File: src/rtl/sw_time_core_if.sv
// Control pulses and display/status outputs of the stopwatch core.
// The controller drives the pulses; the core drives segments and status.
interface sw_time_core_if;
  logic       i_start_stop;
  logic       i_clear;
  logic       i_lap;
  logic [7:0] o_segout1;
  logic [7:0] o_segout2;
  logic [7:0] o_segout3;
  logic [7:0] o_segout4;
  logic [7:0] o_segout5;
  logic [7:0] o_segout6;
  logic       o_running;
  logic       o_lap_active;
  logic       o_rollover;

  modport master (
    output i_start_stop, i_clear, i_lap,
    input  o_segout1, o_segout2, o_segout3, o_segout4, o_segout5, o_segout6,
    input  o_running, o_lap_active, o_rollover
  );

  modport slave (
    input  i_start_stop, i_clear, i_lap,
    output o_segout1, o_segout2, o_segout3, o_segout4, o_segout5, o_segout6,
    output o_running, o_lap_active, o_rollover
  );
endinterface

File: src/rtl/sw_time_core.sv
// Stopwatch core: MM:SS.hh BCD count with run/pause, clear and lap freeze,
// driving six registered active-low 7-segment codes for the display mux.
module sw_time_core #(
  parameter int CYCLES_PER_TICK = 1000000
) (
  input logic         i_sys_clk,
  input logic         i_reset_n,
  sw_time_core_if.slave bus
);

  localparam int PW = (CYCLES_PER_TICK > 1) ? $clog2(CYCLES_PER_TICK) : 1;
  localparam logic [PW-1:0] PRESC_LAST = PW'(CYCLES_PER_TICK - 1);
  // Per-digit maximum, packed like the count: mt mu st su ht hu
  localparam logic [23:0] DIGIT_MAX = 24'h595999;
  localparam logic [47:0] RST_SEG   = 48'hC040_C040_C0C0;

  typedef enum logic [1:0] {IDLE = 2'd0, RUN = 2'd1, PAUSE = 2'd2} state_t;

  state_t        state_p0, state_nxt;
  logic          run_en;
  logic          ss_evt, lap_evt, clr_evt;
  logic          tick, wrap;
  logic [PW-1:0] presc_p0, presc_nxt;
  logic [23:0]   cnt_p0, cnt_nxt, cnt_inc;
  logic [23:0]   snap_p0, snap_nxt, disp;
  logic          freeze_p0, freeze_nxt;
  logic          roll_p0, roll_nxt;
  logic [47:0]   seg_p1, seg_nxt;

  function automatic logic [7:0] seg_enc(input logic [3:0] d, input logic dp);
    logic [6:0] c;
    case (d)
      4'd0:    c = 7'h40;
      4'd1:    c = 7'h79;
      4'd2:    c = 7'h24;
      4'd3:    c = 7'h30;
      4'd4:    c = 7'h19;
      4'd5:    c = 7'h12;
      4'd6:    c = 7'h02;
      4'd7:    c = 7'h78;
      4'd8:    c = 7'h00;
      4'd9:    c = 7'h10;
      default: c = 7'h7F;
    endcase
    return {~dp, c};
  endfunction

  // Decimal points sit after seconds units and minutes units.
  function automatic logic [47:0] seg_all(input logic [23:0] t);
    logic [47:0] r;
    r = '0;
    for (int i = 0; i < 6; i++) r[i*8 +: 8] = seg_enc(t[i*4 +: 4], (i == 2) || (i == 4));
    return r;
  endfunction

  // Ripple a tick through the digit chain; returns {wrap, next count}.
  function automatic logic [24:0] bcd_advance(input logic [23:0] t, input logic inc);
    logic [23:0] r;
    logic        c;
    logic [3:0]  d;
    logic [3:0]  lim;
    r = t;
    c = inc;
    for (int i = 0; i < 6; i++) begin
      d   = t[i*4 +: 4];
      lim = DIGIT_MAX[i*4 +: 4];
      if (c) begin
        if (d >= lim) begin
          r[i*4 +: 4] = 4'd0;
        end else begin
          r[i*4 +: 4] = d + 4'd1;
          c = 1'b0;
        end
      end
    end
    return {c, r};
  endfunction

  // Clear dominates start/stop, which dominates lap.
  assign clr_evt = bus.i_clear;
  assign ss_evt  = bus.i_start_stop & ~bus.i_clear;
  assign lap_evt = bus.i_lap & ~bus.i_clear & ~bus.i_start_stop;

  always_ff @(posedge i_sys_clk or negedge i_reset_n) begin
    if (!i_reset_n) state_p0 <= IDLE;
    else            state_p0 <= state_nxt;
  end

  always_comb begin
    state_nxt = state_p0;
    if (clr_evt) begin
      state_nxt = IDLE;
    end else if (ss_evt) begin
      case (state_p0)
        IDLE:    state_nxt = RUN;
        RUN:     state_nxt = PAUSE;
        PAUSE:   state_nxt = RUN;
        default: state_nxt = IDLE;
      endcase
    end
  end

  always_comb begin
    run_en = 1'b0;
    if (state_p0 == RUN) run_en = 1'b1;
  end

  // ---- stage p0: prescaler, BCD count, lap snapshot ----
  assign tick             = run_en && (presc_p0 == PRESC_LAST);
  assign {wrap, cnt_inc}  = bcd_advance(cnt_p0, tick);
  assign disp             = freeze_p0 ? snap_p0 : cnt_p0;

  always_comb begin
    presc_nxt  = presc_p0;
    cnt_nxt    = cnt_inc;
    snap_nxt   = snap_p0;
    freeze_nxt = freeze_p0;
    roll_nxt   = wrap;
    seg_nxt    = seg_all(disp);
    if (clr_evt) begin
      presc_nxt  = '0;
      cnt_nxt    = '0;
      snap_nxt   = '0;
      freeze_nxt = 1'b0;
      roll_nxt   = 1'b0;
      seg_nxt    = RST_SEG;
    end else begin
      if (run_en) presc_nxt = tick ? '0 : presc_p0 + PW'(1);
      if (lap_evt) begin
        if (freeze_p0 && (state_p0 != IDLE)) begin
          freeze_nxt = 1'b0;
        end else if (!freeze_p0 && run_en) begin
          snap_nxt   = cnt_p0;
          freeze_nxt = 1'b1;
        end
      end
    end
  end

  always_ff @(posedge i_sys_clk or negedge i_reset_n) begin
    if (!i_reset_n) begin
      presc_p0  <= '0;
      cnt_p0    <= '0;
      snap_p0   <= '0;
      freeze_p0 <= 1'b0;
      roll_p0   <= 1'b0;
      seg_p1    <= RST_SEG;
    end else begin
      presc_p0  <= presc_nxt;
      cnt_p0    <= cnt_nxt;
      snap_p0   <= snap_nxt;
      freeze_p0 <= freeze_nxt;
      roll_p0   <= roll_nxt;
      seg_p1    <= seg_nxt;
    end
  end

  // ---- stage p1: registered segment codes ----
  assign bus.o_segout1    = seg_p1[7:0];
  assign bus.o_segout2    = seg_p1[15:8];
  assign bus.o_segout3    = seg_p1[23:16];
  assign bus.o_segout4    = seg_p1[31:24];
  assign bus.o_segout5    = seg_p1[39:32];
  assign bus.o_segout6    = seg_p1[47:40];
  assign bus.o_running    = run_en;
  assign bus.o_lap_active = freeze_p0;
  assign bus.o_rollover   = roll_p0;

endmodule

File: src/flat_wrapper.sv
// flat-port wrapper written by rule: the top's interface ports become plain ports
module sw_time_core_flat 
#(
  parameter int CYCLES_PER_TICK = 1000000
)
  (i_sys_clk, i_reset_n, bus_i_start_stop, bus_i_clear, bus_i_lap, bus_o_segout1, bus_o_segout2, bus_o_segout3, bus_o_segout4, bus_o_segout5, bus_o_segout6, bus_o_running, bus_o_lap_active, bus_o_rollover);
  sw_time_core_if bus_i ();
  input logic i_sys_clk;
  input logic i_reset_n;
  input wire logic [$bits(bus_i.i_start_stop)-1:0] bus_i_start_stop;
  input wire logic [$bits(bus_i.i_clear)-1:0] bus_i_clear;
  input wire logic [$bits(bus_i.i_lap)-1:0] bus_i_lap;
  output wire logic [$bits(bus_i.o_segout1)-1:0] bus_o_segout1;
  output wire logic [$bits(bus_i.o_segout2)-1:0] bus_o_segout2;
  output wire logic [$bits(bus_i.o_segout3)-1:0] bus_o_segout3;
  output wire logic [$bits(bus_i.o_segout4)-1:0] bus_o_segout4;
  output wire logic [$bits(bus_i.o_segout5)-1:0] bus_o_segout5;
  output wire logic [$bits(bus_i.o_segout6)-1:0] bus_o_segout6;
  output wire logic [$bits(bus_i.o_running)-1:0] bus_o_running;
  output wire logic [$bits(bus_i.o_lap_active)-1:0] bus_o_lap_active;
  output wire logic [$bits(bus_i.o_rollover)-1:0] bus_o_rollover;
  assign bus_i.i_start_stop = bus_i_start_stop;
  assign bus_i.i_clear = bus_i_clear;
  assign bus_i.i_lap = bus_i_lap;
  assign bus_o_segout1 = bus_i.o_segout1;
  assign bus_o_segout2 = bus_i.o_segout2;
  assign bus_o_segout3 = bus_i.o_segout3;
  assign bus_o_segout4 = bus_i.o_segout4;
  assign bus_o_segout5 = bus_i.o_segout5;
  assign bus_o_segout6 = bus_i.o_segout6;
  assign bus_o_running = bus_i.o_running;
  assign bus_o_lap_active = bus_i.o_lap_active;
  assign bus_o_rollover = bus_i.o_rollover;
  sw_time_core #(.CYCLES_PER_TICK(CYCLES_PER_TICK)) u_core (.i_sys_clk(i_sys_clk), .i_reset_n(i_reset_n), .bus(bus_i));
endmodule
File: config.mk
export PLATFORM = sky130hd
export DESIGN_NAME = sw_time_core_flat
export DESIGN_NICKNAME = d
export VERILOG_FILES = /design/src/rtl/sw_time_core_if.sv /design/src/rtl/sw_time_core.sv /design/src/flat_wrapper.sv
export SDC_FILE = /design/constraint.sdc
export NUM_CORES = 1
export LEC_CHECK = 0
export BUFFER_PORTS_ARGS = -buffer_cell sky130_fd_sc_hd__buf_2
export CAP_MARGIN = 20
export CELL_PAD_IN_SITES_DETAIL_PLACEMENT = 1
export CELL_PAD_IN_SITES_GLOBAL_PLACEMENT = 1
export CORE_ASPECT_RATIO = 0.5
export CORE_MARGIN = 5
export CORE_UTILIZATION = 24
export DETAILED_ROUTE_END_ITERATION = 12
export PLACE_DENSITY_LB_ADDON = 0.1
export SLEW_MARGIN = 15
export SYNTH_ARGS = -nofsm -noshare
export SYNTH_HDL_FRONTEND = slang
export SYNTH_SLANG_ARGS = --single-unit
File: constraint.sdc
create_clock -name i_sys_clk -period 3.28 [get_ports i_sys_clk]
set_input_delay 0.656 -clock i_sys_clk [delete_from_list [all_inputs] [get_ports i_sys_clk]]
set_output_delay 0.656 -clock i_sys_clk [all_outputs]
set_load 0.02 [all_outputs]
==> run metrics <==
status=finished clean; Non-Filler Instances=1087; Post CTS Setup Buffer Count=0; post-CTS sizing=0; CP cell instances=or4_1 > or4_1 > or4_4 > or3_1 > a21oi_1; worst vdd ir=0.346 mV; Clock Latency Late Sink=0.43 ns; worst setup path class=register to register; Mapped Avg Cell Area=9.40 µm²; Antenna Violating Nets Remaining=0; Row Count=42; final setup vio count=0; setup repair after global routing missed its margin=no; Worst path most repeated cell=or4_1; DP HPWL=11600 µm; Post-synth EDFFs=0; gp weighted congestion=0.726; Final #Nets=782; Period Utilization, post-route=88.8%; Power Total=3.55 mW; GRT Total Usage=11.8%; area of the mapped netlist=0.00636 mm²; fin crit period=2.91 ns; final slew viol count=0; Pre-antenna DRT Iters=4; TritonCTS clock tree=yes; Die H=125 µm; crit start category=register; worst slew pin tran=0.829 ns; vias in the first global route=5254; final hold vios=0; P per Cell Area=464 mW/mm²; Remaining Overflow, GRT=0; first-pass GRT wire length=28400 µm; register area share after synthesis=45.0%; cell taking the most area after synthesis=dfrtp_1; DIE WIDTH=240 µm; synthesized flop and latch total=114; port bufs=49; initial antenna violation count=0; DRT iter0 DRCs=252; commonest non-fill, non-tap cell in the layout=dfrtp_1; routed wire length=16900 µm; largest net degree at the start of global routing=96; top post-synthesis cells by area=dfrtp_1 (42%), ha_1 (11%), a21oi_1 (4.2%); clk_skew=0.00871 ns; Synth cell types=51; Worst Path Max Fanout=6; diodes inserted=0; # DRC=0; CTS clk-pin slew, worst paths=0.06 ns; core area=0.0263 mm²; max cap viols=0; vias=4970; clock sink count=114; Synth top area share=42.5%; Die ar.=0.0301 mm²; most frequent cells in the layout=dfrtp_1 (108), nand2_1 (68), nor2_1 (64), ha_1 (55), a21oi_1 (53); Worst EP required=3.62 ns; Critical-path top delay cell=or4_1; Initial Util=24.2%; P_leak=3.43 nW; share of cells above drive strength 1=15.6%; Synth Instances=677; clock root cell=clkbuf_16; Hold Crit Class=primary input to asynchronous set/reset pin; fraction of registers with async set or reset after synthesis=100%; # IOs=56; Num CTS Buffers=17; Setup TNS Final=0 ns; hold buffer count at cts=0; WL/cell=15.5 µm; fmax=0.343 GHz; CP peak stage delay=0.69 ns; capturing element type of the critical path=register; Via density=4.57; Bufs on Longest Clock Path=2; placed cells=1054; Fillers=3034; CP arrival=3.26 ns; Area growth, synth to finish=20.2%; predominant post-synthesis flop cell=dfrtp_1; Slew HR=43.2%; YS warnings=0; H-tree levels=4
## Yosys cell counts (8+ instances only)
library cell,count
clkbuf_1,29
nand4_1,12
nand3_1,18
ha_1,55
nand2_1,68
nor2_1,64
nand2b_1,18
xor2_1,9
a21oi_1,53
dfrtp_1,108
o21bai_1,8
mux2i_1,16
or3_1,8
o21ai_0,44
nor3_1,19
and3_1,9
mux2_2,8
o31ai_1,16
inv_1,27
## power by group
part           switching, mW  internal, mW
combinational          0.104        0.0307
sequential           0.00490          1.41
clock                  0.676          1.32
## per-layer routing
metal | routed length [µm] | up-vias | global-route usage (%)
li1 | - | 2468 | -
met1 | 8960 | 2432 | 16.9
met2 | 7120 | 49 | 17.2
met3 | 587 | 21 | 3.39
met4 | 226 | 0 | 3.60
met5 | 0 | - | 0
## cell type report
cell class,instances,area [µm²],share of cell area [%]
Multi-Input combinational cell,501,3250,42.5
Clock buffer,22,474,6.20
Tap cell,352,440,5.76
Timing Repair Buffer,61,365,4.78
Sequential cell,114,2860,37.4
Inverter,27,101,1.33
Clock inverter,10,155,2.03
## worst paths after layout
check	startpoint	endpoint	slack [ns]	cells after the start
setup reg to reg	u_core.presc_p0[13]$_DFFE_PN0P_	u_core.cnt_p0[23]$_DFFE_PN0P_	0.37	5
hold reg to reg	u_core.snap_p0[1]$_DFFE_PN0P_	u_core.snap_p0[1]$_DFFE_PN0P_	0.47	2
setup / recovery	u_core.presc_p0[13]$_DFFE_PN0P_	u_core.cnt_p0[23]$_DFFE_PN0P_	0.37	5
hold / removal	i_reset_n	u_core.presc_p0[4]$_DFFE_PN0P_	0.12	1
max in group asynchronous	i_reset_n	u_core.seg_p1[22]$_DFF_PN1_	2.31	2
min in group i_sys_clk	u_core.snap_p0[1]$_DFFE_PN0P_	u_core.snap_p0[1]$_DFFE_PN0P_	0.47	2
## registers in the layout (all words and copies together) (netlist names)
name	cells
u_core.presc_p0	20
u_core.cnt_p0	24
u_core.state_p0	2
u_core.bus.o_lap_active	1
u_core.snap_p0	24
u_core.seg_p1	42
u_core.bus.o_rollover	1
## critical path: cells and delay by family (launching register included)
kind | cells | cell delay (ns)
simple gates | 4 | 2.23
flops | 1 | 0.46
compound gates | 1 | 0.14
## cell families (layout without fill, tap and decap cells)
| family | after synthesis | in the layout | share of synthesized area [%] |
|---|---|---|---|
| simple gates | 248 | 248 | 19.4 |
| compound gates | 156 | 156 | 14.9 |
| flops | 114 | 114 | 45.0 |
| buf+inv | 66 | 120 | 4.27 |
| fa+ha+maj | 55 | 55 | 10.8 |
| mux | 24 | 24 | 3.93 |
| xor+xnor | 12 | 12 | 1.65 |
| other cells | 2 | 6 | 0.118 |
## per-stage QoR
| step | hold WS, ns | area [µm²] | util [%] | setup WS (ns) |
|---|---|---|---|---|
| final | 0.123 | 7650 | 29.1 | 0.368 |
| after floorplan | 0.360 | 6380 | - | 0.611 |
| after detailed placement | 0.468 | 7000 | 26.6 | 0.387 |
| after CTS | 0.110 | 7630 | 29.0 | 0.369 |
| after global routing | 0.125 | 7650 | 29.1 | 0.264 |
| after global placement | 0.455 | 7000 | 26.6 | 0.429 |
Note: power is estimated with default switching activity, not from simulation.
